## config.mk

```make
export PLATFORM = sky130hd
export DESIGN_NAME = tube_display_ctrl
export DESIGN_NICKNAME = d
export VERILOG_FILES = /design/src/rtl/tube_display_ctrl.sv
export SDC_FILE = /design/constraint.sdc
export NUM_CORES = 1
export LEC_CHECK = 0
export BUFFER_PORTS_ARGS = -buffer_cell sky130_fd_sc_hd__buf_2
export CORE_UTILIZATION = 50
export DETAILED_ROUTE_END_ITERATION = 6
export PLACE_DENSITY = 0.74
export SKIP_CTS_REPAIR_TIMING = 1
export SLEW_MARGIN = 20
export SYNTH_ARGS = -nofsm -noshare
export SYNTH_HDL_FRONTEND = slang
export SYNTH_SLANG_ARGS = --single-unit
```

## constraint.sdc

```tcl
create_clock -name clk -period 5.3 [get_ports clk]
set_clock_uncertainty 0.15 [all_clocks]
set_input_delay 0.265 -clock clk [delete_from_list [all_inputs] [get_ports clk]]
set_output_delay 0.265 -clock clk [all_outputs]
set_load 0.02 [all_outputs]
```

## src/rtl/tube_display_ctrl.sv

```systemverilog
// tube_display_ctrl: memory-mapped LED register plus an 8-digit multiplexed
// seven-segment display that shows a 32-bit value in hex or in decimal.
// Decimal values go through a shift-and-add-3 conversion, one shift per cycle.
module tube_display_ctrl #(
  parameter int unsigned SCAN_DIV  = 50000,
  parameter logic [13:0] LED_ADDR  = 14'h3C60,
  parameter logic [13:0] TUBE_ADDR = 14'h3C80,
  parameter logic [13:0] MODE_ADDR = 14'h3C84
) (
  input  logic        clk,
  input  logic        rst_n,
  input  logic        ioWrite_i,
  input  logic [13:0] addr_i,
  input  logic [31:0] wdata_i,
  output logic [15:0] led_o,
  output logic [7:0]  seg_en_o,
  output logic [7:0]  seg_o,
  output logic        busy_o
);

  localparam int unsigned PRE_W       = (SCAN_DIV > 1) ? $clog2(SCAN_DIV) : 1;
  localparam logic [PRE_W-1:0] PRE_LAST = PRE_W'(SCAN_DIV - 1);
  localparam logic [31:0] DEC_LIMIT   = 32'd100000000;
  localparam logic [7:0]  SEG_BLANK   = 8'hFF;
  localparam logic [7:0]  SEG_DASH    = 8'hBF;
  localparam logic [7:0]  SEG_ZERO    = 8'hC0;

  typedef enum logic {S_IDLE, S_CONV} state_t;

  state_t          r_state, w_state_nxt;
  logic [15:0]     r_led, w_led_nxt;
  logic [31:0]     r_value, w_value_nxt;
  logic            r_mode, w_mode_nxt;
  logic [7:0][7:0] r_buf, w_buf_nxt;
  logic [PRE_W-1:0] r_pre, w_pre_nxt;
  logic [2:0]      r_idx, w_idx_nxt;
  logic [31:0]     r_shift, w_shift_nxt;
  logic [31:0]     r_bcd, w_bcd_nxt;
  logic [4:0]      r_cnt, w_cnt_nxt;
  logic            r_ovf, w_ovf_nxt;
  logic            r_busy;
  logic [7:0]      r_seg_en, r_seg;

  logic            w_wr_led, w_wr_tube, w_wr_mode;
  logic            w_dec_start, w_hex_load;
  logic [31:0]     w_src;
  logic [31:0]     w_bcd_adj;
  logic [63:0]     w_dd;
  logic [7:0][7:0] w_hex_buf, w_dec_buf;
  logic            w_lead;

  // Seven-segment encoding of one hex digit, active-low, dp off
  function automatic logic [7:0] hex_enc(input logic [3:0] d);
    case (d)
      4'h0: hex_enc = 8'hC0;  4'h1: hex_enc = 8'hF9;
      4'h2: hex_enc = 8'hA4;  4'h3: hex_enc = 8'hB0;
      4'h4: hex_enc = 8'h99;  4'h5: hex_enc = 8'h92;
      4'h6: hex_enc = 8'h82;  4'h7: hex_enc = 8'hF8;
      4'h8: hex_enc = 8'h80;  4'h9: hex_enc = 8'h90;
      4'hA: hex_enc = 8'h88;  4'hB: hex_enc = 8'h83;
      4'hC: hex_enc = 8'hC6;  4'hD: hex_enc = 8'hA1;
      4'hE: hex_enc = 8'h86;  default: hex_enc = 8'h8E;
    endcase
  endfunction

  // Next-state: register writes, conversion FSM, buffer load, scan prescaler
  always_comb begin
    w_state_nxt = r_state;
    w_led_nxt   = r_led;
    w_value_nxt = r_value;
    w_mode_nxt  = r_mode;
    w_buf_nxt   = r_buf;
    w_pre_nxt   = r_pre;
    w_idx_nxt   = r_idx;
    w_shift_nxt = r_shift;
    w_bcd_nxt   = r_bcd;
    w_cnt_nxt   = r_cnt;
    w_ovf_nxt   = r_ovf;
    w_bcd_adj   = '0;
    w_hex_buf   = '0;
    w_dec_buf   = '0;
    w_lead      = 1'b1;

    w_wr_led    = ioWrite_i && (addr_i == LED_ADDR);
    w_wr_tube   = ioWrite_i && (addr_i == TUBE_ADDR);
    w_wr_mode   = ioWrite_i && (addr_i == MODE_ADDR);
    w_dec_start = (w_wr_tube && r_mode) || (w_wr_mode && wdata_i[0]);
    w_hex_load  = (w_wr_tube && !r_mode) || (w_wr_mode && !wdata_i[0]);
    w_src       = w_wr_tube ? wdata_i : r_value;

    // One double-dabble step: add 3 to every BCD digit >= 5, then shift left
    for (int k = 0; k < 8; k++) begin
      w_bcd_adj[4*k +: 4] = (r_bcd[4*k +: 4] >= 4'd5) ? r_bcd[4*k +: 4] + 4'd3
                                                     : r_bcd[4*k +: 4];
    end
    w_dd = {w_bcd_adj, r_shift} << 1;

    // Decimal display image from the post-shift BCD, leading zeros blanked
    for (int k = 7; k >= 1; k--) begin
      if (r_ovf) begin
        w_dec_buf[k] = SEG_DASH;
      end else if (w_lead && (w_dd[32 + 4*k +: 4] == 4'd0)) begin
        w_dec_buf[k] = SEG_BLANK;
      end else begin
        w_lead       = 1'b0;
        w_dec_buf[k] = hex_enc(w_dd[32 + 4*k +: 4]);
      end
    end
    w_dec_buf[0] = r_ovf ? SEG_DASH : hex_enc(w_dd[35:32]);

    for (int k = 0; k < 8; k++) begin
      w_hex_buf[k] = hex_enc(w_src[4*k +: 4]);
    end

    if (r_state == S_CONV) begin
      w_bcd_nxt   = w_dd[63:32];
      w_shift_nxt = w_dd[31:0];
      w_cnt_nxt   = r_cnt + 5'd1;
      if ((r_cnt == 5'd31) && !w_dec_start) begin
        w_buf_nxt   = w_dec_buf;
        w_state_nxt = S_IDLE;
      end
    end

    if (w_wr_led)  w_led_nxt   = wdata_i[15:0];
    if (w_wr_tube) w_value_nxt = wdata_i;
    if (w_wr_mode) w_mode_nxt  = wdata_i[0];

    if (w_dec_start) begin
      w_state_nxt = S_CONV;
      w_shift_nxt = w_src;
      w_bcd_nxt   = '0;
      w_cnt_nxt   = '0;
      w_ovf_nxt   = (w_src >= DEC_LIMIT);
    end
    if (w_hex_load) begin
      w_state_nxt = S_IDLE;
      w_buf_nxt   = w_hex_buf;
    end

    if (r_pre == PRE_LAST) begin
      w_pre_nxt = '0;
      w_idx_nxt = r_idx + 3'd1;
    end else begin
      w_pre_nxt = r_pre + PRE_W'(1);
    end
  end

  // State and registered outputs; display outputs track the post-edge digit
  always_ff @(posedge clk or negedge rst_n) begin
    if (!rst_n) begin
      r_state  <= S_IDLE;
      r_led    <= '0;
      r_value  <= '0;
      r_mode   <= 1'b0;
      r_buf    <= {8{SEG_ZERO}};
      r_pre    <= '0;
      r_idx    <= '0;
      r_shift  <= '0;
      r_bcd    <= '0;
      r_cnt    <= '0;
      r_ovf    <= 1'b0;
      r_busy   <= 1'b0;
      r_seg_en <= 8'hFE;
      r_seg    <= SEG_ZERO;
    end else begin
      r_state  <= w_state_nxt;
      r_led    <= w_led_nxt;
      r_value  <= w_value_nxt;
      r_mode   <= w_mode_nxt;
      r_buf    <= w_buf_nxt;
      r_pre    <= w_pre_nxt;
      r_idx    <= w_idx_nxt;
      r_shift  <= w_shift_nxt;
      r_bcd    <= w_bcd_nxt;
      r_cnt    <= w_cnt_nxt;
      r_ovf    <= w_ovf_nxt;
      r_busy   <= (w_state_nxt == S_CONV);
      r_seg_en <= ~(8'b1 << w_idx_nxt);
      r_seg    <= w_buf_nxt[w_idx_nxt];
    end
  end

  assign led_o    = r_led;
  assign seg_en_o = r_seg_en;
  assign seg_o    = r_seg;
  assign busy_o   = r_busy;

endmodule

```

==> flow_summary.toml <==
[run_status]
status = "completed"

[final_layout]
drive_above_1_share_pct = 13.8
antenna_cells = 0
final_common_cell = "dfrtp_1"
mostFrequentLayoutCells = "dfrtp_1, nor2_1, nand2_1"
syn_to_final_growth_pct = 13.1
n_fill_cell = 2717
nets = 1970

[clock_tree]
h-tree-depth = 1
cts_tree = "done"
clk_pin_slew_ps = 60
clkLatencyLatePin_ps = 550
clock-root-buffer = "clkbuf_16"
cts_max_path_buffers = 3
tritoncts.num_buffers = 26
cts.sinks = 219

[yosys]
ys_top_cells_by_area = "dfrtp_1, ha_1, mux2i_1, dfstp_2, a21oi_1"
yosys_warnings = 0
yosysTopAreaCellShare_pct = 31.3
syn_inst = 1736
synth-seq-cells = 219
synth_top_area_cell = "dfrtp_1"
synth_fp_nets = 1899
synth_edf_count = 0
syn_area_per_cell_um2 = 8.94
synthFlopType = "dfrtp_1"
synth-seq-area-share_pct = 35.5
syn_area_um2 = 15500
synth_cell_types = 81
async_reset_ff_share_pct = 100

[setup_path]
startpoint_type = "input pin"
criticalPathCategory = "input pin to flip-flop"
critPathMaxFanout = 51
path_cells = "dlygate4sd3_1 > buf_2 > or4b_1 > or4_4 > buf_4 > mux2i_1 > inv_1 > ha_1 > nor2b_1 > a211oi_1 > a211oi_1 > a21oi_1 > o21ai_0 > a21oi_1 > a22oi_1"
critPathArrivalTime_ps = 4780
cp_slowest_cell = "or4_4"
required_ps = 5570
end_kind = "flip-flop"
critical-path-max-stage-delay_ps = 610

[placement]
port_buffers = 81
routabilityCongestion = 0.952
hpwl_um = 32600
dp_slack_ps = 693

[sta]
slew_headroom_pct = 28.5
drv_slew = 0
setup_viol = 0
period_share_pct = 85.1
grt_setup_unrepaired = "false"
finalWorstSetupSlack_ps = 788
fmax_mhz = 222
finalHoldViolCount = 0
setup_tns_ps = 0
fin_crit_ps = 4510
tightest_slew_ps = 1050

[pwr]
ir_drop_v = 0.000252
p_leak_nw = 7.69
p_per_area_nw_per_um2 = 222

[worst_hold_path]
hold_path_class = "input pin to flip-flop"

[floorplanning]
dieHeight_um = 178
rows = 64
io_pins = 82
coreArea_um2 = 30600
die_w_um = 178
initial_core_util_pct = 50.7
die_area_um2 = 31700

[route]
dr.pass1.iters = 6
vias = 13900
route.detailed.drc = 0
drt_iter0_drc = 1382
routedWlPerCell_um = 20.4
ant_nets = 0
via_per_inst = 6.23
wl_um = 45400

[global_route]
grtUsageTotal_pct = 28.1
grt_first_pass_wirelength_um = 70400
antenna_found_initial = 0
grt_max_degree = 128
grt_pass1_vias = 12600
overflow = 0

[flow_run]
drv_cap = 0
==> routing by layer <==
layer	GRT usage, %	wire length, um
met1	42.3	21000
met2	42.1	19600
met3	3.62	3550
met4	8.09	1270
met5	0	0
==> metrics by stage <==
step	power, mW	hold slack, ps	cell area (um^2)	util (%)	instances
global placement	1.82	183	16400	53.5	2157
global route	4.00	6.54	17500	57.4	2223
finish	3.90	0.356	17500	57.4	2223
CTS	3.92	-386	17400	56.8	2205
floorplan	1.75	-181	15500	-	1736
detailed placement	1.82	188	16400	53.5	2157
==> cell type report <==
cell class              instances  area [um^2]  area share [%]
clock inverters                13          268            1.53
well taps                     396          495            2.82
repair buffers                133          876            4.99
multi-input cells            1332         9310            53.1
clock buffers                  35          726            4.14
inverters                      95          359            2.05
flip-flops and latches        219         5520            31.4
==> power by group <==
group	total (mW)	leakage, nW	internal, mW	switching (mW)
logic	0.124	4.78	0.0420	0.0824
clock network	2.09	0.483	1.35	0.747
registers	1.68	2.43	1.68	0.00247
==> state kept, by name (all words and copies together) (netlist names) <==
signal	count
busy_o	1
led_o	16
r_bcd	32
r_buf	64
r_cnt	5
r_idx	3
r_mode	1
r_ovf	1
r_pre	16
r_shift	32
r_value	32
seg_en_o	8
seg_o	8
==> cells in the mapped netlist, types with 11 or more instances <==
| library cell | instances |
|---|---|
| nor2b_1 | 44 |
| xnor2_1 | 24 |
| and3_1 | 14 |
| a21oi_1 | 113 |
| a211oi_1 | 59 |
| a21o_1 | 17 |
| inv_1 | 93 |
| dfrtp_1 | 194 |
| nand3_1 | 47 |
| o211ai_1 | 30 |
| o22ai_1 | 18 |
| ha_1 | 114 |
| mux2_2 | 29 |
| nand2_1 | 129 |
| dfstp_2 | 25 |
| o21ai_0 | 99 |
| mux2i_1 | 105 |
| clkbuf_1 | 68 |
| nor3_1 | 39 |
| nand2b_1 | 22 |
| a31oi_1 | 17 |
| or2_2 | 13 |
| nor2_1 | 148 |
| and2_1 | 11 |
| or3_1 | 17 |
==> cells by family (layout without fill, tap and decap cells) <==
kind of cell | count (synthesis) | count (layout) | synth area share (%)
simple gates | 539 | 539 | 17.1
compound gates | 503 | 503 | 21.7
flops | 219 | 219 | 35.5
buf+inv | 185 | 276 | 4.69
mux | 143 | 143 | 9.90
fa+ha+maj | 114 | 114 | 9.19
xor+xnor | 33 | 33 | 1.86
==> worst paths after layout <==
check / start / cells past startpoint / to / slack (ps)
setup / recovery: addr_i[2] / 15 / seg_o[0]$_DFF_PN0_ / 790
hold / removal: wdata_i[0] / 2 / led_o[0]$_DFFE_PN0P_ / 0.4
min in group asynchronous: rst_n / 2 / r_bcd[28]$_DFFE_PN0P_ / 170
hold reg to reg: r_pre[0]$_DFF_PN0_ / 1 / r_pre[0]$_DFF_PN0_ / 330
max in group asynchronous: rst_n / 3 / seg_o[3]$_DFF_PN0_ / 3660
setup reg to reg: r_bcd[24]$_DFFE_PN0P_ / 14 / seg_o[0]$_DFF_PN0_ / 820
==> critical path, delay by kind of cell <==
kind                       cells  cell delay, ps
adders and majority gates      1             340
AOI/OAI and AO/OA              6            1020
muxes                          1             530
and+or+nand+nor                3            1350
buffers and inverters          4            1260
No activity file was read; power rests on OpenSTA's default activity.
